### config.mk
export PLATFORM = sky130hd
export DESIGN_NAME = adc_spi_responder
export DESIGN_NICKNAME = d
export VERILOG_FILES = /design/src/rtl/adc_spi_responder.sv
export SDC_FILE = /design/constraint.sdc
export NUM_CORES = 1
export LEC_CHECK = 0
export ABC_AREA = 1
export BUFFER_PORTS_ARGS = -buffer_cell sky130_fd_sc_hd__buf_2
export CORE_MARGIN = 2
export CORE_UTILIZATION = 35
export CTS_CLUSTER_SIZE = 25
export DETAILED_ROUTE_END_ITERATION = 7
export PLACE_DENSITY = 0.7
export SYNTH_ARGS = -nofsm -noshare
export SYNTH_HDL_FRONTEND = slang
export SYNTH_SLANG_ARGS = --single-unit
### constraint.sdc
create_clock -name clk_50 -period 2.04 [get_ports clk_50]
set_input_delay 0.204 -clock clk_50 [delete_from_list [all_inputs] [get_ports clk_50]]
set_output_delay 0.204 -clock clk_50 [all_outputs]
set_load 0.02 [all_outputs]
### src/rtl/adc_spi_responder.sv
// Slave-side loop-back model of an 8-channel 12-bit serial ADC, clocked entirely by clk_50.
// Define ADC_FRAME_ERR_EN to add the frame_err / err_count abort reporting ports.
module adc_spi_responder #(
  parameter int SYNC_STAGES = 2,
  parameter int FRAME_BITS  = 16
) (
  input  logic        clk_50,
  input  logic        rst,
  input  logic        adc_cs_n,
  input  logic        adc_sck,
  input  logic        din,
  input  logic [95:0] chan_data,
  output logic        dout,
  output logic        frame_done,
  output logic [2:0]  frame_addr,
  output logic [2:0]  next_addr
`ifdef ADC_FRAME_ERR_EN
  ,
  output logic        frame_err,
  output logic [7:0]  err_count
`endif
);

  localparam int DATA_W = 12;
  localparam int CNT_W  = $clog2(FRAME_BITS);
  localparam logic [CNT_W-1:0] LAST_BIT = CNT_W'(FRAME_BITS - 1);

  localparam logic [1:0] WAIT_HIGH = 2'd0;
  localparam logic [1:0] IDLE      = 2'd1;
  localparam logic [1:0] ACTIVE    = 2'd2;

  function automatic logic [DATA_W-1:0] chan_sel(input logic [95:0] d, input logic [2:0] a);
    return d[a*DATA_W +: DATA_W];
  endfunction

  function automatic logic [7:0] sat_inc(input logic [7:0] v);
    return (v == 8'hFF) ? v : v + 8'd1;
  endfunction

  logic [SYNC_STAGES-1:0] cs_sync_p0;
  logic [SYNC_STAGES-1:0] sck_sync_p0;
  logic [SYNC_STAGES-1:0] din_sync_p0;
  logic                   cs_prev_p1;
  logic                   sck_prev_p1;

  logic                   cs_s, sck_s, din_s;
  logic                   cs_fall, cs_rise, sck_fall, sck_rise;

  logic [1:0]             state;
  logic [CNT_W-1:0]       bit_cnt;
  logic [2:0]             addr_cap;
  logic                   reload_pend;
  logic [FRAME_BITS-1:0]  shift_reg;
  logic [FRAME_BITS-1:0]  load_word;

  // Stage p0: synchronizers; din is delayed identically so it stays aligned with sck
  always_ff @(posedge clk_50) begin
    if (rst) begin
      cs_sync_p0  <= '1;
      sck_sync_p0 <= '1;
    end else begin
      cs_sync_p0  <= {cs_sync_p0[SYNC_STAGES-2:0], adc_cs_n};
      sck_sync_p0 <= {sck_sync_p0[SYNC_STAGES-2:0], adc_sck};
    end
  end

  always_ff @(posedge clk_50) begin
    din_sync_p0 <= {din_sync_p0[SYNC_STAGES-2:0], din};
  end

  assign cs_s  = cs_sync_p0[SYNC_STAGES-1];
  assign sck_s = sck_sync_p0[SYNC_STAGES-1];
  assign din_s = din_sync_p0[SYNC_STAGES-1];

  // Stage p1: edge detection on synchronized copies
  always_ff @(posedge clk_50) begin
    if (rst) begin
      cs_prev_p1  <= 1'b1;
      sck_prev_p1 <= 1'b1;
    end else begin
      cs_prev_p1  <= cs_s;
      sck_prev_p1 <= sck_s;
    end
  end

  assign cs_fall  = cs_prev_p1 & ~cs_s;
  assign cs_rise  = ~cs_prev_p1 & cs_s;
  assign sck_fall = sck_prev_p1 & ~sck_s;
  assign sck_rise = ~sck_prev_p1 & sck_s;

  assign load_word = FRAME_BITS'(chan_sel(chan_data, next_addr));

  // Stage p2: frame control; a cs_n rise always takes priority over a same-cycle sck edge
  always_ff @(posedge clk_50) begin
    if (rst) begin
      state       <= WAIT_HIGH;
      bit_cnt     <= '0;
      addr_cap    <= 3'd0;
      reload_pend <= 1'b0;
      frame_done  <= 1'b0;
      frame_addr  <= 3'd0;
      next_addr   <= 3'd0;
    end else begin
      frame_done <= 1'b0;
      case (state)
        WAIT_HIGH: begin
          if (cs_s) state <= IDLE;
        end
        IDLE: begin
          if (cs_fall) begin
            state       <= ACTIVE;
            bit_cnt     <= '0;
            reload_pend <= 1'b0;
          end
        end
        ACTIVE: begin
          if (cs_rise) begin
            state       <= IDLE;
            bit_cnt     <= '0;
            reload_pend <= 1'b0;
          end else if (sck_rise) begin
            if (bit_cnt == CNT_W'(2)) addr_cap[2] <= din_s;
            if (bit_cnt == CNT_W'(3)) addr_cap[1] <= din_s;
            if (bit_cnt == CNT_W'(4)) addr_cap[0] <= din_s;
            if (bit_cnt == LAST_BIT) begin
              bit_cnt     <= '0;
              frame_done  <= 1'b1;
              frame_addr  <= next_addr;
              next_addr   <= addr_cap;
              reload_pend <= 1'b1;
            end else begin
              bit_cnt <= bit_cnt + CNT_W'(1);
            end
          end else if (sck_fall) begin
            reload_pend <= 1'b0;
          end
        end
        default: state <= WAIT_HIGH;
      endcase
    end
  end

  // After a completed frame the next sck fall starts the following frame instead of shifting
  always_ff @(posedge clk_50) begin
    if (state == IDLE && cs_fall) begin
      shift_reg <= load_word;
    end else if (state == ACTIVE && !cs_rise && sck_fall) begin
      shift_reg <= reload_pend ? load_word : {shift_reg[FRAME_BITS-2:0], 1'b0};
    end
  end

  assign dout = (state == ACTIVE) & shift_reg[FRAME_BITS-1];

`ifdef ADC_FRAME_ERR_EN
  always_ff @(posedge clk_50) begin
    if (rst) begin
      frame_err <= 1'b0;
      err_count <= 8'd0;
    end else begin
      frame_err <= 1'b0;
      if (state == ACTIVE && cs_rise && bit_cnt != '0) begin
        frame_err <= 1'b1;
        err_count <= sat_inc(err_count);
      end
    end
  end
`endif

endmodule

==> results.json <==
{
  "final.setup.tns_ns": 0,
  "swShare_pct": 21.1,
  "fin_util_pct": 46.1,
  "wl_per_cell_um": 12.0,
  "syn_to_final_growth_pct": 27.5,
  "grt_max_degree": 51,
  "dp_hpwl_um": 5300,
  "cts_root_buffer": "clkbuf_8",
  "dieArea_um2": 8160,
  "core_um2": 7210,
  "cts-resized-gates": 0,
  "yosysSeqAreaShare_pct": 36.1,
  "cp-end-kind": "register",
  "dieHeight_um": 90.3,
  "insertion_delay_ns": 0.29,
  "reg2reg_to": "shift_reg[5]",
  "track_usage_pct": 17.1,
  "max_cap_violations": 0,
  "io_pins": 109,
  "intPower_w": 0.00147,
  "status": "complete, no violations",
  "cp_top_family": "simple AND/OR/NAND/NOR gates",
  "drtIter0Drc": 122,
  "syn-cell-area_um2": 2610,
  "layout_min_cycle_time_ns": 1.65,
  "vias": 2803,
  "syn_avg_cell_area_um2": 6.70,
  "hold_viol_final": 0,
  "initial_core_util_pct": 36.1,
  "tightest_slew_ns": 0.465,
  "worst-path-stages": 7,
  "crit_arrival_ns": 1.66,
  "crit_path_cell_trace": "inv_2 > nor2_4 > nand2_4 > nor2_1 > inv_1 > nand2_1 > buf_4",
  "hold_depth": 1,
  "cp_data_required_time_ns": 2.05,
  "layoutNonFillerInstCount": 587,
  "fin_worst_skew_ns": 0.00744,
  "p_leak_nw": 1.61,
  "pwr_density_cell_nw_per_um2": 560,
  "syn_inst": 389,
  "critical_path.slowest_cell": "dfxtp_1",
  "fp-row-count": 31,
  "postCtsSetupRepairBufs": 0,
  "numCtsBuffers": 5,
  "first_pass_iters": 4,
  "p_clk_share_pct": 40.8,
  "critPathBufInv": 3,
  "startpoint": "state[1]",
  "die_x_um": 90.3,
  "cts_hold_buf": 0,
  "dp.cells": 579,
  "ys_warn_count": 0,
  "timing.rr.start": "state[1]",
  "grt_pass1_vias": 2621,
  "antenna_cells": 0,
  "drive_gt1_share_pct": 29.1,
  "muxShareOfSynthArea_pct": 0,
  "drv_slew": 0,
  "synth_top_family_by_area": "simple AND/OR/NAND/NOR gates",
  "p_switching_w": 0.000393,
  "cp-start-kind": "register",
  "clockBufferDepth": 2,
  "synth_cell_types": 28,
  "post-route-drc-count": 0,
  "finalSetupViolations": 0,
  "synth-simple-area-share_pct": 42.2,
  "gp_congestion": 0.868,
  "ir_drop_uv": 320,
  "min_path_type": "input port to register",
  "grt-ovfl-total": 0,
  "synth-xor-area-share_pct": 0,
  "grt_pass1_wl_um": 11700,
  "worst-r2r-cell-count": 7,
  "crit_type": "register to register",
  "detail-route-antenna-nets": 0,
  "antenna_found_initial": 0,
  "critPathMaxFanout": 10,
  "relSlewSlack_pct": 69.0,
  "wl_um": 7020,
  "port_buffers": 108,
  "synth_seq_cells": 41,
  "synth_adder_area_share_pct": 1.44,
  "r2r_slack_ns": 0.39,
  "synth_compound_area_share_pct": 9.79,
  "min-delay-start": "din",
  "syn_nets": 493,
  "cts_tree": "yes",
  "hold_end": "din_sync_p0[0]",
  "rsz0062_at_grt": "no",
  "finalNetCount": 591,
  "combPwrFrac_pct": 12.0,
  "period_share_pct": 81.1,
  "htreeDepth": 2,
  "cts_num_sinks": 41,
  "clkTransAtPathRegs_ns": 0.08,
  "viasPerCell": 4.78,
  "p_seq_share_pct": 47.2,
  "max_stage_delay_ns": 0.38,
  "largest_reg_flops": 16,
  "timing.fmax_ghz": 0.605
}
[power by group through the flow]
stage | clock (W) | sequential (W) | combinational [W]
CTS | 0.000777 | 0.000879 | 0.000225
detailed placement | 0 | 0.000898 | 0.000222
finish | 0.000759 | 0.000880 | 0.000224
global placement | 0 | 0.000898 | 0.000221
floorplan | 0 | 0.000896 | 0.000108
global route | 0.000808 | 0.000884 | 0.000255
[stage by stage]
step / cell area (µm²) / hold slack, ns / total power (W) / worst slack (ns)
floorplan: 2610 / 0.232 / 0.00100 / 0.500
global placement: 3190 / 0.307 / 0.00112 / 0.443
detailed placement: 3190 / 0.311 / 0.00112 / 0.394
CTS: 3330 / 0.00408 / 0.00188 / 0.380
global route: 3330 / 0.00189 / 0.00195 / 0.207
finish: 3330 / 0.0117 / 0.00186 / 0.386
[synth_stat cells]
cell       number  area, µm²
a22oi_1         2       15.0
nand2_4         4       45.0
o21ai_1         2       10.0
edfxtp_1       12        360
dfxtp_1        29        581
o21ai_0        21        105
a2bb2oi_1       1       8.76
inv_1          31        116
nor2_4          2       22.5
clkbuf_4        1       7.51
nor2_2          1       6.26
nor2_1         31        116
nand4_1         3       18.8
nand2_2         1       6.26
o21ai_2         6       52.6
a21oi_1        10       50.1
or2_2           4       25.0
nand2_1       109        409
inv_2           2       7.51
ha_1            3       37.5
o31ai_1         1       7.51
clkbuf_1        2       7.51
nand3_1        88        440
nor3_1          2       10.0
buf_6           4       45.0
buf_2          12       60.1
o22ai_1         1       6.26
buf_4           4       30.0
[routing by layer]
| layer | part of all wire (%) | vias to the layer above | track usage (%) |
|---|---|---|---|
| met2 | 47 | 104 | 29.4 |
| li1 | - | 1469 | - |
| met5 | 0 | - | 0 |
| met1 | 45 | 1222 | 21.4 |
| met4 | 1.3 | 0 | 4.62 |
| met3 | 7.1 | 8 | 4.09 |
[layout make-up]
type / instances / area [µm²]
inverter: 33 / 124
sequential: 41 / 941
fill: 765 / 3890
multi-input combinational: 292 / 1390
clock inverter: 3 / 65.1
timing repair buffer: 114 / 611
clock buffer: 5 / 68.8
tap: 99 / 124
[cells in the final DEF, fill, tap and decap left out, types with 5 or more instances in the layout]
cell type,Yosys,routed
dfxtp_1,29,29
nand3_1,88,88
edfxtp_1,12,12
nand2_1,109,109
o21ai_0,21,21
o21ai_2,6,6
inv_1,31,31
clkbuf_8,0,5
buf_2,12,108
a21oi_1,10,10
nor2_1,31,31
[kinds of logic (layout without fill, tap and decap cells)]
group,Yosys count,after routing
buffers and inverters,56,155
AND/OR/NAND/NOR,245,245
AO/OA/AOI/OAI,44,44
flip-flops,41,41
adder cells (fa/ha/maj),3,3
[worst max path at each step]
stage / to / slack (ns)
floorplan: shift_reg[0] / 0.50
global placement: shift_reg[10] / 0.44
detailed placement: shift_reg[5] / 0.39
CTS: shift_reg[8] / 0.38
global route: shift_reg[9] / 0.21
finish: shift_reg[5] / 0.39
(Power assumes the default switching activity.)
